===== config.mk =====
export PLATFORM = sky130hd
export DESIGN_NAME = hack_cpu_mc
export DESIGN_NICKNAME = d
export VERILOG_FILES = /design/src/rtl/hack_pkg.sv /design/src/rtl/hack_alu.sv /design/src/rtl/hack_cpu_mc.sv
export SDC_FILE = /design/constraint.sdc
export NUM_CORES = 1
export LEC_CHECK = 0
export CAP_MARGIN = 30
export CORE_MARGIN = 4
export CORE_UTILIZATION = 60
export DETAILED_ROUTE_END_ITERATION = 7
export HOLD_SLACK_MARGIN = 0.08
export PLACE_DENSITY_LB_ADDON = 0.15
export SKIP_CTS_REPAIR_TIMING = 1
export SLEW_MARGIN = 20
export SYNTH_ARGS = -nofsm -noshare
export SYNTH_HDL_FRONTEND = slang
export SYNTH_SLANG_ARGS = --single-unit
export TNS_END_PERCENT = 30

===== constraint.sdc =====
create_clock -name clk -period 8 [get_ports clk]
set_input_delay 2 -clock clk [delete_from_list [all_inputs] [get_ports clk]]
set_output_delay 2 -clock clk [all_outputs]
set_load 0.1 [all_outputs]

===== src/rtl/hack_pkg.sv =====
// Shared definitions for the multi-cycle Hack CPU: instruction field positions,
// FSM state encoding and the jump-condition decode.
package hack_pkg;

  localparam int A_BIT   = 12;
  localparam int COMP_HI = 11;
  localparam int COMP_LO = 6;
  localparam int DEST_A  = 5;
  localparam int DEST_D  = 4;
  localparam int DEST_M  = 3;

  // Jump field bit positions: j1 (<0), j2 (=0), j3 (>0)
  localparam int J_LT = 2;
  localparam int J_EQ = 1;
  localparam int J_GT = 0;

  typedef enum logic [1:0] {
    FETCH  = 2'd0,
    MREAD  = 2'd1,
    EXEC   = 2'd2,
    MWRITE = 2'd3
  } state_t;

  function automatic logic jumpTaken(logic [2:0] jmp, logic zr, logic ng);
    return (jmp[J_LT] & ng) | (jmp[J_EQ] & zr) | (jmp[J_GT] & ~ng & ~zr);
  endfunction

endpackage


===== src/rtl/hack_alu.sv =====
// Combinational Hack ALU (zx/nx/zy/ny/f/no), DATA_W-wide two's complement.
module hack_alu #(
  parameter int DATA_W = 16
) (
  input  logic [DATA_W-1:0] x,
  input  logic [DATA_W-1:0] y,
  input  logic              zx,
  input  logic              nx,
  input  logic              zy,
  input  logic              ny,
  input  logic              f,
  input  logic              no,
  output logic [DATA_W-1:0] out,
  output logic              zr,
  output logic              ng
);

  logic [DATA_W-1:0] xz, xn, yz, yn, fo;

  always_comb begin
    xz  = zx ? '0 : x;
    xn  = nx ? ~xz : xz;
    yz  = zy ? '0 : y;
    yn  = ny ? ~yz : yz;
    fo  = f ? xn + yn : xn & yn;
    out = no ? ~fo : fo;
    zr  = (out == '0);
    ng  = out[DATA_W-1];
  end

endmodule


===== src/rtl/hack_cpu_mc.sv =====
// Multi-cycle Hack CPU: FETCH/MREAD/EXEC/MWRITE over req/ack memory handshakes,
// with a soft restart that rewinds the PC but keeps A/D and the flags.
module hack_cpu_mc
  import hack_pkg::*;
#(
  parameter int DATA_W   = 16,
  parameter int ADDR_W   = 15,
  parameter int RESET_PC = 0
) (
  input  logic              clk,
  input  logic              rst_n,
  input  logic              reset,
  output logic              imem_req,
  output logic [ADDR_W-1:0] imem_addr,
  input  logic              imem_ack,
  input  logic [DATA_W-1:0] imem_rdata,
  output logic              dmem_re,
  output logic              dmem_we,
  output logic [ADDR_W-1:0] dmem_addr,
  output logic [DATA_W-1:0] dmem_wdata,
  input  logic              dmem_ack,
  input  logic [DATA_W-1:0] dmem_rdata,
  output logic [ADDR_W-1:0] pc,
  output logic              z,
  output logic              n,
  output logic              retire
);

  localparam logic [ADDR_W-1:0] RstPc = ADDR_W'(RESET_PC);

  state_t            state, stateNxt;
  logic [DATA_W-1:0] regA, regD, ir, mReg, aluReg;
  logic [ADDR_W-1:0] pcReg, memAddr, pcInc;
  logic              zReg, nReg, jmpReg;
  logic              live, isC, take;
  logic [5:0]        comp;
  logic [DATA_W-1:0] aluY, aluOut;
  logic              aluZr, aluNg;

  assign live  = rst_n & ~reset;
  assign isC   = ir[DATA_W-1];
  assign comp  = ir[COMP_HI:COMP_LO];
  assign aluY  = ir[A_BIT] ? mReg : regA;
  assign pcInc = pcReg + ADDR_W'(1);
  assign take  = isC & jumpTaken(ir[2:0], aluZr, aluNg);

  hack_alu #(.DATA_W(DATA_W)) uAlu (
    .x(regD), .y(aluY),
    .zx(comp[5]), .nx(comp[4]), .zy(comp[3]), .ny(comp[2]), .f(comp[1]), .no(comp[0]),
    .out(aluOut), .zr(aluZr), .ng(aluNg)
  );

  // Requests and retire are masked while any reset is asserted so a
  // coincident ack can never complete a transaction.
  always_comb begin
    stateNxt = state;
    imem_req = 1'b0;
    dmem_re  = 1'b0;
    dmem_we  = 1'b0;
    retire   = 1'b0;
    case (state)
      FETCH: begin
        imem_req = live;
        if (imem_ack)
          stateNxt = (imem_rdata[DATA_W-1] & imem_rdata[A_BIT]) ? MREAD : EXEC;
      end
      MREAD: begin
        dmem_re = live;
        if (dmem_ack) stateNxt = EXEC;
      end
      EXEC: begin
        if (isC & ir[DEST_M]) stateNxt = MWRITE;
        else begin
          stateNxt = FETCH;
          retire   = live;
        end
      end
      MWRITE: begin
        dmem_we = live;
        if (dmem_ack) begin
          stateNxt = FETCH;
          retire   = live;
        end
      end
      default: stateNxt = FETCH;
    endcase
    if (!live) stateNxt = FETCH;
  end

  always_ff @(posedge clk) begin
    if (!rst_n) begin
      state   <= FETCH;
      regA    <= '0;
      regD    <= '0;
      ir      <= '0;
      mReg    <= '0;
      aluReg  <= '0;
      memAddr <= '0;
      pcReg   <= RstPc;
      zReg    <= 1'b0;
      nReg    <= 1'b0;
      jmpReg  <= 1'b0;
    end else begin
      state <= stateNxt;
      if (reset) pcReg <= RstPc;
      else begin
        case (state)
          FETCH: if (imem_ack) begin
            ir      <= imem_rdata;
            // A is stable until EXEC, so this is both M address and jump target
            memAddr <= regA[ADDR_W-1:0];
          end
          MREAD: if (dmem_ack) mReg <= dmem_rdata;
          EXEC: begin
            if (!isC) begin
              regA  <= {1'b0, ir[DATA_W-2:0]};
              pcReg <= pcInc;
            end else begin
              if (ir[DEST_A]) regA <= aluOut;
              if (ir[DEST_D]) regD <= aluOut;
              zReg   <= aluZr;
              nReg   <= aluNg;
              aluReg <= aluOut;
              jmpReg <= take;
              if (!ir[DEST_M]) pcReg <= take ? memAddr : pcInc;
            end
          end
          MWRITE: if (dmem_ack) pcReg <= jmpReg ? memAddr : pcInc;
          default: ;
        endcase
      end
    end
  end

  assign imem_addr  = pcReg;
  assign dmem_addr  = memAddr;
  assign dmem_wdata = aluReg;
  assign pc         = pcReg;
  assign z          = zReg;
  assign n          = nReg;

endmodule


==> impl_metrics.py, run 1 <==
metrics = {
    "logic_synthesis": {
        "synth_cell_types": 65,
        "synth_flop_cell": "dfxtp_1",
        "synth_top_family_by_area": "simple AND/OR/NAND/NOR gates",
        "synth-seq-area-share": 0.314,
        "synth_top_area_frac": 0.314,
        "async_flop_share": 0,
        "yosys_warnings": 0,
        "synth_fp_nets": 983,
        "yosysMostFrequentCell": "nand2_1",
        "synth_top_area_cell": "dfxtp_1",
        "synth-compound-area-share": 0.234,
        "synth_common_cells": "nand2_1, dfxtp_1, a21boi_0, clkbuf_1, nor2_1",
        "netlist_top_cells_area": "dfxtp_1, nand2_1, a21boi_0",
        "synth-adder-area-share": 0.0320,
        "syn_inst": 928,
        "yosys.area_share.simple": 0.240,
        "syn_area_um2": 7260,
        "synth_edf_count": 0,
        "muxShareOfSynthArea": 0.0558,
        "syn_area_per_cell_um2": 7.83,
        "synth_seq_cells": 114,
        "synth_xor_area_frac": 0.0627,
    },
    "finish": {
        "final_cell_count_no_fill": 1132,
        "area_growth_pct": 21.3,
        "drive_gt1_frac": 0.0556,
        "antenna_cells": 0,
        "layout.nets": 1031,
    },
    "sta": {
        "setup_ws_ps": 1380,
        "max_freq_ghz": 0.151,
        "skew_ps": 10.6,
        "tightest_slew_ps": 1010,
        "setup_tns_ps": 0,
        "layout_min_cycle_time_ps": 6620,
        "final_hold_viol_count": 0,
        "slew_viol_final": 0,
        "slew_headroom": 0.327,
        "rsz0062_at_grt": "false",
        "period_share": 0.828,
        "worst_hold_slack_ps": 460,
        "setup_viol": 0,
    },
    "detailed_routing": {
        "vias_per_cell": 6.19,
        "num_vias": 7008,
        "first_pass_iters": 5,
        "route.detailed.drc": 0,
        "ant_nets": 0,
        "wl_per_cell_um": 18.6,
        "wirelength_mm": 21.1,
        "drt_iter0_drc": 660,
    },
    "global_route": {
        "grt_usage": 0.300,
        "antenna_found_initial": 0,
        "overflow": 0,
        "grt_pass1_vias": 6627,
        "grt_max_degree": 98,
        "grt_pass1_wl_mm": 34.2,
    },
    "clock_tree": {
        "cts_root_buf": "clkbuf_16",
        "cts_tree": "built",
        "clkTransAtPathRegs_ps": 50,
        "clock-sinks": 114,
        "clk_latency_ps": 420,
        "htreeDepth": 4,
        "clockBufferDepth": 2,
        "cts_buffers": 17,
    },
    "place": {
        "dpl.cell_count": 1097,
        "gp_routability_congestion": 0.899,
        "pre_cts_ws_ps": 1420,
        "portBuffers": 103,
        "hpwl_mm": 14.5,
    },
    "die": {
        "floorplan.initialDensity": 0.626,
        "floorplan.io_pins": 104,
        "rows": 39,
        "die_h_um": 118,
        "fp.dieW_um": 118,
        "die-area_um2": 13900,
        "core_um2": 11600,
    },
    "run_status": {
        "outcome": "completed",
    },
    "pwr": {
        "vdd_drop_max_mv": 0.153,
        "power.leakage_nw": 3.43,
        "powerDensity_nw_per_um2": 180,
    },
    "critical_path": {
        "cp.required_ps": 6000,
        "crit_path_end_kind": "output port",
        "worstSetupPathType": "in2out",
        "startpoint_type": "input port",
        "worstPathArrival_ps": 4620,
        "crit_fanout": 21,
    },
    "run": {
        "drv_cap": 0,
    },
    "min_path": {
        "hp-class": "reg2reg",
    },
}
[area by class of cell]
| type | instances | area, µm² |
|---|---|---|
| multi-input cells | 718 | 4550 |
| repair buffers | 115 | 1130 |
| clock inverters | 12 | 180 |
| inverters | 10 | 37.5 |
| clock buffers | 20 | 447 |
| fillers | 848 | 2800 |
| well taps | 143 | 179 |
| flip-flops and latches | 114 | 2280 |
[sequential cells by signal, summed over array words and instances, names as in the netlist, 2 cells and up]
signal,flops
regD,16
dmem_wdata,16
dmem_addr,15
mReg,16
imem_addr,15
regA,16
state,2
ir,16
[power by group]
part,switching [mW],internal [mW]
Combinational,0.114,0.0745
Clock,0.282,0.531
Sequential,0.0119,0.575
[final timing paths]
path,startpoint,to,slack [ps],depth (start not counted)
min,dmem_wdata[0],dmem_wdata[0],460,2
max,dmem_ack,retire,1380,6
max reg2reg,ir[8],imem_addr[0],2320,13
min reg2reg,dmem_wdata[0],dmem_wdata[0],460,2
[layer usage]
layer  global-route usage  part of all wire  vias up
li1                     -                 -     3337
met4                0.111             0.029        0
met5                    0                 0        -
met2                0.487              0.47      290
met3               0.0740             0.078       56
met1                0.387              0.42     3325
[critical path, stage by stage]
cell and delay (ps):
clkdlybuf4s50_1 490, nor2_1 60, a31oi_1 210, nand2_1 460, nor2_1 230, clkdlybuf4s50_1 1160
[kinds of logic after synthesis]
kind of cell | after synthesis
XOR/XNOR | 52
AND/OR/NAND/NOR | 377
AO/OA/AOI/OAI | 231
adder cells (fa/ha/maj) | 18
buffers and inverters | 96
flip-flops | 114
multiplexers | 40
[layout by cell type, fill, tap and decap left out, types with 15 or more instances in the layout]
| master | Yosys | routed |
|---|---|---|
| ha_1 | 17 | 17 |
| a21oi_1 | 30 | 30 |
| dfxtp_1 | 114 | 114 |
| nand2_1 | 201 | 201 |
| xor2_1 | 22 | 22 |
| a21boi_0 | 71 | 71 |
| and3_1 | 18 | 18 |
| o211ai_1 | 15 | 15 |
| o211a_1 | 21 | 21 |
| clkbuf_16 | 0 | 17 |
| o21ai_0 | 26 | 26 |
| mux2i_1 | 39 | 39 |
| nor2_1 | 49 | 49 |
| xnor2_1 | 30 | 30 |
| nand2b_1 | 22 | 22 |
| nand3_1 | 22 | 22 |
| clkdlybuf4s50_1 | 0 | 102 |
[through the flow]
step | utilization | total power [mW] | area (µm²)
6_report | 0.759 | 1.59 | 8810
5_1_grt | 0.759 | 1.63 | 8810
4_1_cts | 0.755 | 1.59 | 8770
3_5_place_dp | 0.701 | 0.781 | 8150
3_3_place_gp | 0.701 | 0.777 | 8150
2_1_floorplan | - | 0.724 | 7260
Note: power is estimated with default switching activity, not from simulation.
==> run 2, diff against run 1 <==
- CORE_UTILIZATION: 60 -> 56
- clock period: 8 -> 6.7 ns (I/O delays scaled with it)
==> run 2 against run 1 <==
Flip-flop and latch count unchanged. Sequential power rose by 20%. Final cell count grew 2.6%. Setup slack lost 550 ps. Critical path depth grew 9. Global-route usage decreased by 1.9 points. Non-clock buffer count is the same. Die area grew 6.6%. Combinational power increased by 16%. Routed wire length is 2.2% lower. Core utilization fell by 6.0 points. Sequential share of layout area fell by 0.11 points. Critical endpoint is now imem_addr[11].
==> impl_metrics.py, run 2 (synthesized netlist as in run 1, its figures left out) <==
metrics = {
    "run": {
        "drv_cap": 0,
    },
    "finish": {
        "antenna_cells": 0,
        "nFillCells": 1080,
        "ff_latch_area_um2": 2280,
        "final_util": 0.698,
        "area_growth_pct": 21.8,
        "layout_common_cells": "nand2_1, dfxtp_1, clkdlybuf4s50_1, a21boi_0, nor2_1",
        "multiInputGateArea_um2": 4550,
        "drive_gt1_frac": 0.0607,
        "layout.nets": 1031,
        "final_common_cell": "nand2_1",
    },
    "global_route": {
        "grt_usage": 0.281,
        "overflow": 0,
        "antenna_found_initial": 0,
        "grt_max_degree": 98,
        "grt_pass1_wl_mm": 32.6,
        "grt_pass1_vias": 6201,
    },
    "sta": {
        "max_freq_ghz": 0.170,
        "final_hold_viol_count": 0,
        "rsz0062_at_grt": "false",
        "layout_min_cycle_time_ps": 5870,
        "slew_viol_final": 0,
        "skew_ps": 8.10,
        "tightest_slew_ps": 1010,
        "setup_viol": 0,
        "setup_tns_ps": 0,
        "slew_headroom": 0.323,
        "worst_hold_slack_ps": 462,
        "period_share": 0.877,
    },
    "die": {
        "core_um2": 12700,
        "floorplan.initialDensity": 0.573,
        "floorplan.io_pins": 104,
        "fp.dieW_um": 122,
        "die-area_um2": 14900,
        "die_h_um": 122,
        "rows": 41,
    },
    "detailed_routing": {
        "num_vias": 6792,
        "ant_nets": 0,
        "wirelength_mm": 20.6,
        "drt_iter0_drc": 645,
        "first_pass_iters": 6,
        "vias_per_cell": 5.85,
        "route.detailed.drc": 0,
        "wl_per_cell_um": 17.7,
    },
    "min_path": {
        "hp-class": "reg2reg",
    },
    "pwr": {
        "power.leakage_nw": 3.44,
        "vdd_drop_max_mv": 0.179,
        "powerDensity_nw_per_um2": 215,
    },
    "critical_path": {
        "cp.required_ps": 7030,
        "worstPathArrival_ps": 6200,
        "crit_fanout": 14,
        "crit_path_end_kind": "flip-flop",
        "worstSetupPathType": "reg2reg",
        "startpoint_type": "flip-flop",
    },
    "clock_tree": {
        "clockBufferDepth": 2,
        "cts_root_buf": "clkbuf_16",
        "clock-sinks": 114,
        "clk_latency_ps": 420,
        "cts_tree": "built",
        "clkTransAtPathRegs_ps": 50,
        "htreeDepth": 4,
        "cts_buffers": 17,
    },
    "place": {
        "gp_routability_congestion": 0.931,
        "portBuffers": 103,
        "hpwl_mm": 14.4,
    },
    "run_status": {
        "outcome": "completed",
    },
}
run 2: area by class of cell:
type                       instances  area share
inverter                          10     0.00424
clock inverter                    12      0.0204
tap                              172      0.0243
clock buffer                      20      0.0516
timing repair buffer             115       0.127
multi-input combinational        718       0.515
sequential                       114       0.258
run 2: stage by stage:
stage	instance area [µm²]	instances	power, mW	worst slack [ps]
floorplan	7260	928	0.864	971
global placement	8180	1127	0.929	1010
detailed placement	8180	1127	0.930	917
CTS	8820	1159	1.90	877
global route	8850	1161	1.96	491
finish	8850	1161	1.90	827
run 2: worst max-delay path, cell delays in order, from the launching register on:
cell,delay (ps)
dfxtp_1,810
mux2i_1,260
nor2_1,70
xor2_1,170
ha_1,310
fa_1,430
a21o_1,220
a221oi_4,400
mux2i_1,150
or4_1,530
a2111o_1,420
a2111o_1,380
nor4_4,370
mux2i_1,820
a211oi_1,190
nor4_2,250
run 2: layer usage:
layer  share of wire  routed length [µm]  GRT usage
met1            0.44                8970      0.370
met2            0.46                9400      0.434
met3           0.068                1400     0.0641
met4           0.040                 827      0.139
met5               0                   0          0
run 2: final timing paths:
kind / from / cells after the start / slack, ps / endpoint
min: regD[10] / 2 / 460 / regD[10]
max reg2reg: ir[12] / 15 / 830 / imem_addr[11]
min reg2reg: regD[10] / 2 / 460 / regD[10]
max: ir[12] / 15 / 830 / imem_addr[11]
run 2: report_power, final:
group | internal, mW | switching (mW)
Sequential | 0.687 | 0.0154
Combinational | 0.0888 | 0.130
Clock | 0.643 | 0.337
Total | 1.42 | 0.482
==> run 3, diff against run 2 <==
- SETUP_SLACK_MARGIN: not set -> 0.05
- SLEW_MARGIN: 20 -> 5
==> run 3 against run 2 <==
Final area about the same. Die area unchanged. Final cell count hardly changed. Count of clock-buffer cells in the layout unchanged. Register-to-register slack about the same. Via count up 0.53%. Core utilization is essentially flat. Setup slack got worse by 7.6 ps. Combinational power about the same. Routed wire length is 0.11% lower. Hold slack barely moved. Sequential power barely moved. Critical endpoint unchanged. Largest power group unchanged. Highest routed layer unchanged.
==> impl_metrics.py, run 3 (synthesized netlist as in run 1, its figures left out) <==
metrics = {
    "critical_path": {
        "regToRegSetupSlack_ps": 820,
        "startpoint_type": "flip-flop",
        "endpoint": "imem_addr[11]",
        "cp.required_ps": 7030,
        "rr_worst_depth": 15,
        "worstPathArrival_ps": 6210,
        "timing.rr.start": "ir[12]",
        "crit_path_start": "ir[12]",
        "crit_path_end_kind": "flip-flop",
        "crit_fanout": 14,
        "r2r-end": "imem_addr[11]",
        "worstSetupPathType": "reg2reg",
    },
    "finish": {
        "antenna_cells": 0,
        "layout_common_cells": "nand2_1, dfxtp_1, clkdlybuf4s50_1, a21boi_0, nor2_1",
        "nFillCells": 1080,
        "area_growth_pct": 21.7,
        "final_util": 0.698,
        "layout.nets": 1030,
        "ff_latch_area_um2": 2280,
        "multiInputGateArea_um2": 4550,
        "fin_area_um2": 8840,
        "final_cell_count_no_fill": 1160,
        "drive_gt1_frac": 0.0597,
        "final_common_cell": "nand2_1",
    },
    "min_path": {
        "hp-class": "reg2reg",
    },
    "sta": {
        "setup_viol": 0,
        "layout_min_cycle_time_ps": 5880,
        "slew_headroom": 0.296,
        "tightest_slew_ps": 1040,
        "final_hold_viol_count": 0,
        "slew_viol_final": 0,
        "skew_ps": 9.14,
        "setup_tns_ps": 0,
        "max_freq_ghz": 0.170,
        "period_share": 0.878,
        "worst_hold_slack_ps": 462,
        "rsz0062_at_grt": "false",
        "setup_ws_ps": 820,
    },
    "run": {
        "drv_cap": 0,
    },
    "global_route": {
        "grt_max_degree": 98,
        "overflow": 0,
        "grt_pass1_vias": 6201,
        "antenna_found_initial": 0,
        "grt_usage": 0.281,
        "grt_pass1_wl_mm": 32.6,
    },
    "place": {
        "dpl.cell_count": 1127,
        "pre_cts_ws_ps": 917,
        "hpwl_mm": 14.4,
        "place_area_um2": 8180,
        "portBuffers": 103,
        "gp_routability_congestion": 0.931,
    },
    "die": {
        "core_um2": 12700,
        "rows": 41,
        "floorplan.initialDensity": 0.573,
        "fp.dieW_um": 122,
        "die_h_um": 122,
        "floorplan.io_pins": 104,
        "die-area_um2": 14900,
    },
    "clock_tree": {
        "clkTransAtPathRegs_ps": 50,
        "clock-sinks": 114,
        "htreeDepth": 4,
        "cts_tree": "built",
        "clk_latency_ps": 430,
        "cts_root_buf": "clkbuf_16",
        "cts_buffers": 17,
        "clockBufferDepth": 2,
    },
    "pwr": {
        "power_mw": 1.90,
        "powerDensity_nw_per_um2": 215,
        "vdd_drop_max_mv": 0.179,
        "power.leakage_nw": 3.44,
    },
    "detailed_routing": {
        "num_vias": 6828,
        "vias_per_cell": 5.89,
        "drt_iter0_drc": 668,
        "route.detailed.drc": 0,
        "ant_nets": 0,
        "first_pass_iters": 6,
        "wl_per_cell_um": 17.7,
        "wirelength_mm": 20.6,
    },
    "run_status": {
        "outcome": "completed",
    },
}
[run 3: layer usage]
layer	up-vias	wire [µm]	track usage
met5	-	0	0
met4	0	862	0.139
met3	61	1500	0.0641
met2	280	9360	0.434
met1	3146	8850	0.370
li1	3341	-	-
[run 3: layout make-up]
class / instances / share of cell area
multi-input combinational: 718 / 0.515
timing repair buffer: 114 / 0.126
clock inverter: 12 / 0.0204
tap: 172 / 0.0243
sequential: 114 / 0.258
inverter: 10 / 0.00424
clock buffer: 20 / 0.0516
[run 3: report_power, final]
group          leakage (nW)  internal (mW)  switching (mW)  total, mW
Combinational          2.21         0.0889           0.131      0.220
Sequential            0.921          0.687          0.0150      0.702
Clock                 0.307          0.643           0.334      0.977
[run 3: critical path, cell delays in order, from the launching register on]
cell,delay (ps)
dfxtp_1,810
mux2i_1,260
nor2_1,70
xor2_1,170
ha_1,310
fa_1,430
a21o_1,220
a221oi_4,400
mux2i_1,150
or4_1,530
a2111o_1,420
a2111o_1,380
nor4_4,360
mux2i_1,830
a211oi_1,190
nor4_2,240
[run 3: worst min path at each step]
| stage | start | end | slack, ps | cells past startpoint |
|---|---|---|---|---|
| finish | regD[10] | regD[10] | 460 | 2 |
| detailed placement | regD[14] | regD[14] | 460 | 2 |
| CTS | regD[14] | regD[14] | 470 | 2 |
| global route | regD[1] | regD[1] | 490 | 2 |
| global placement | ir[13] | ir[13] | 450 | 2 |
| floorplan | ir[14] | ir[14] | 440 | 2 |
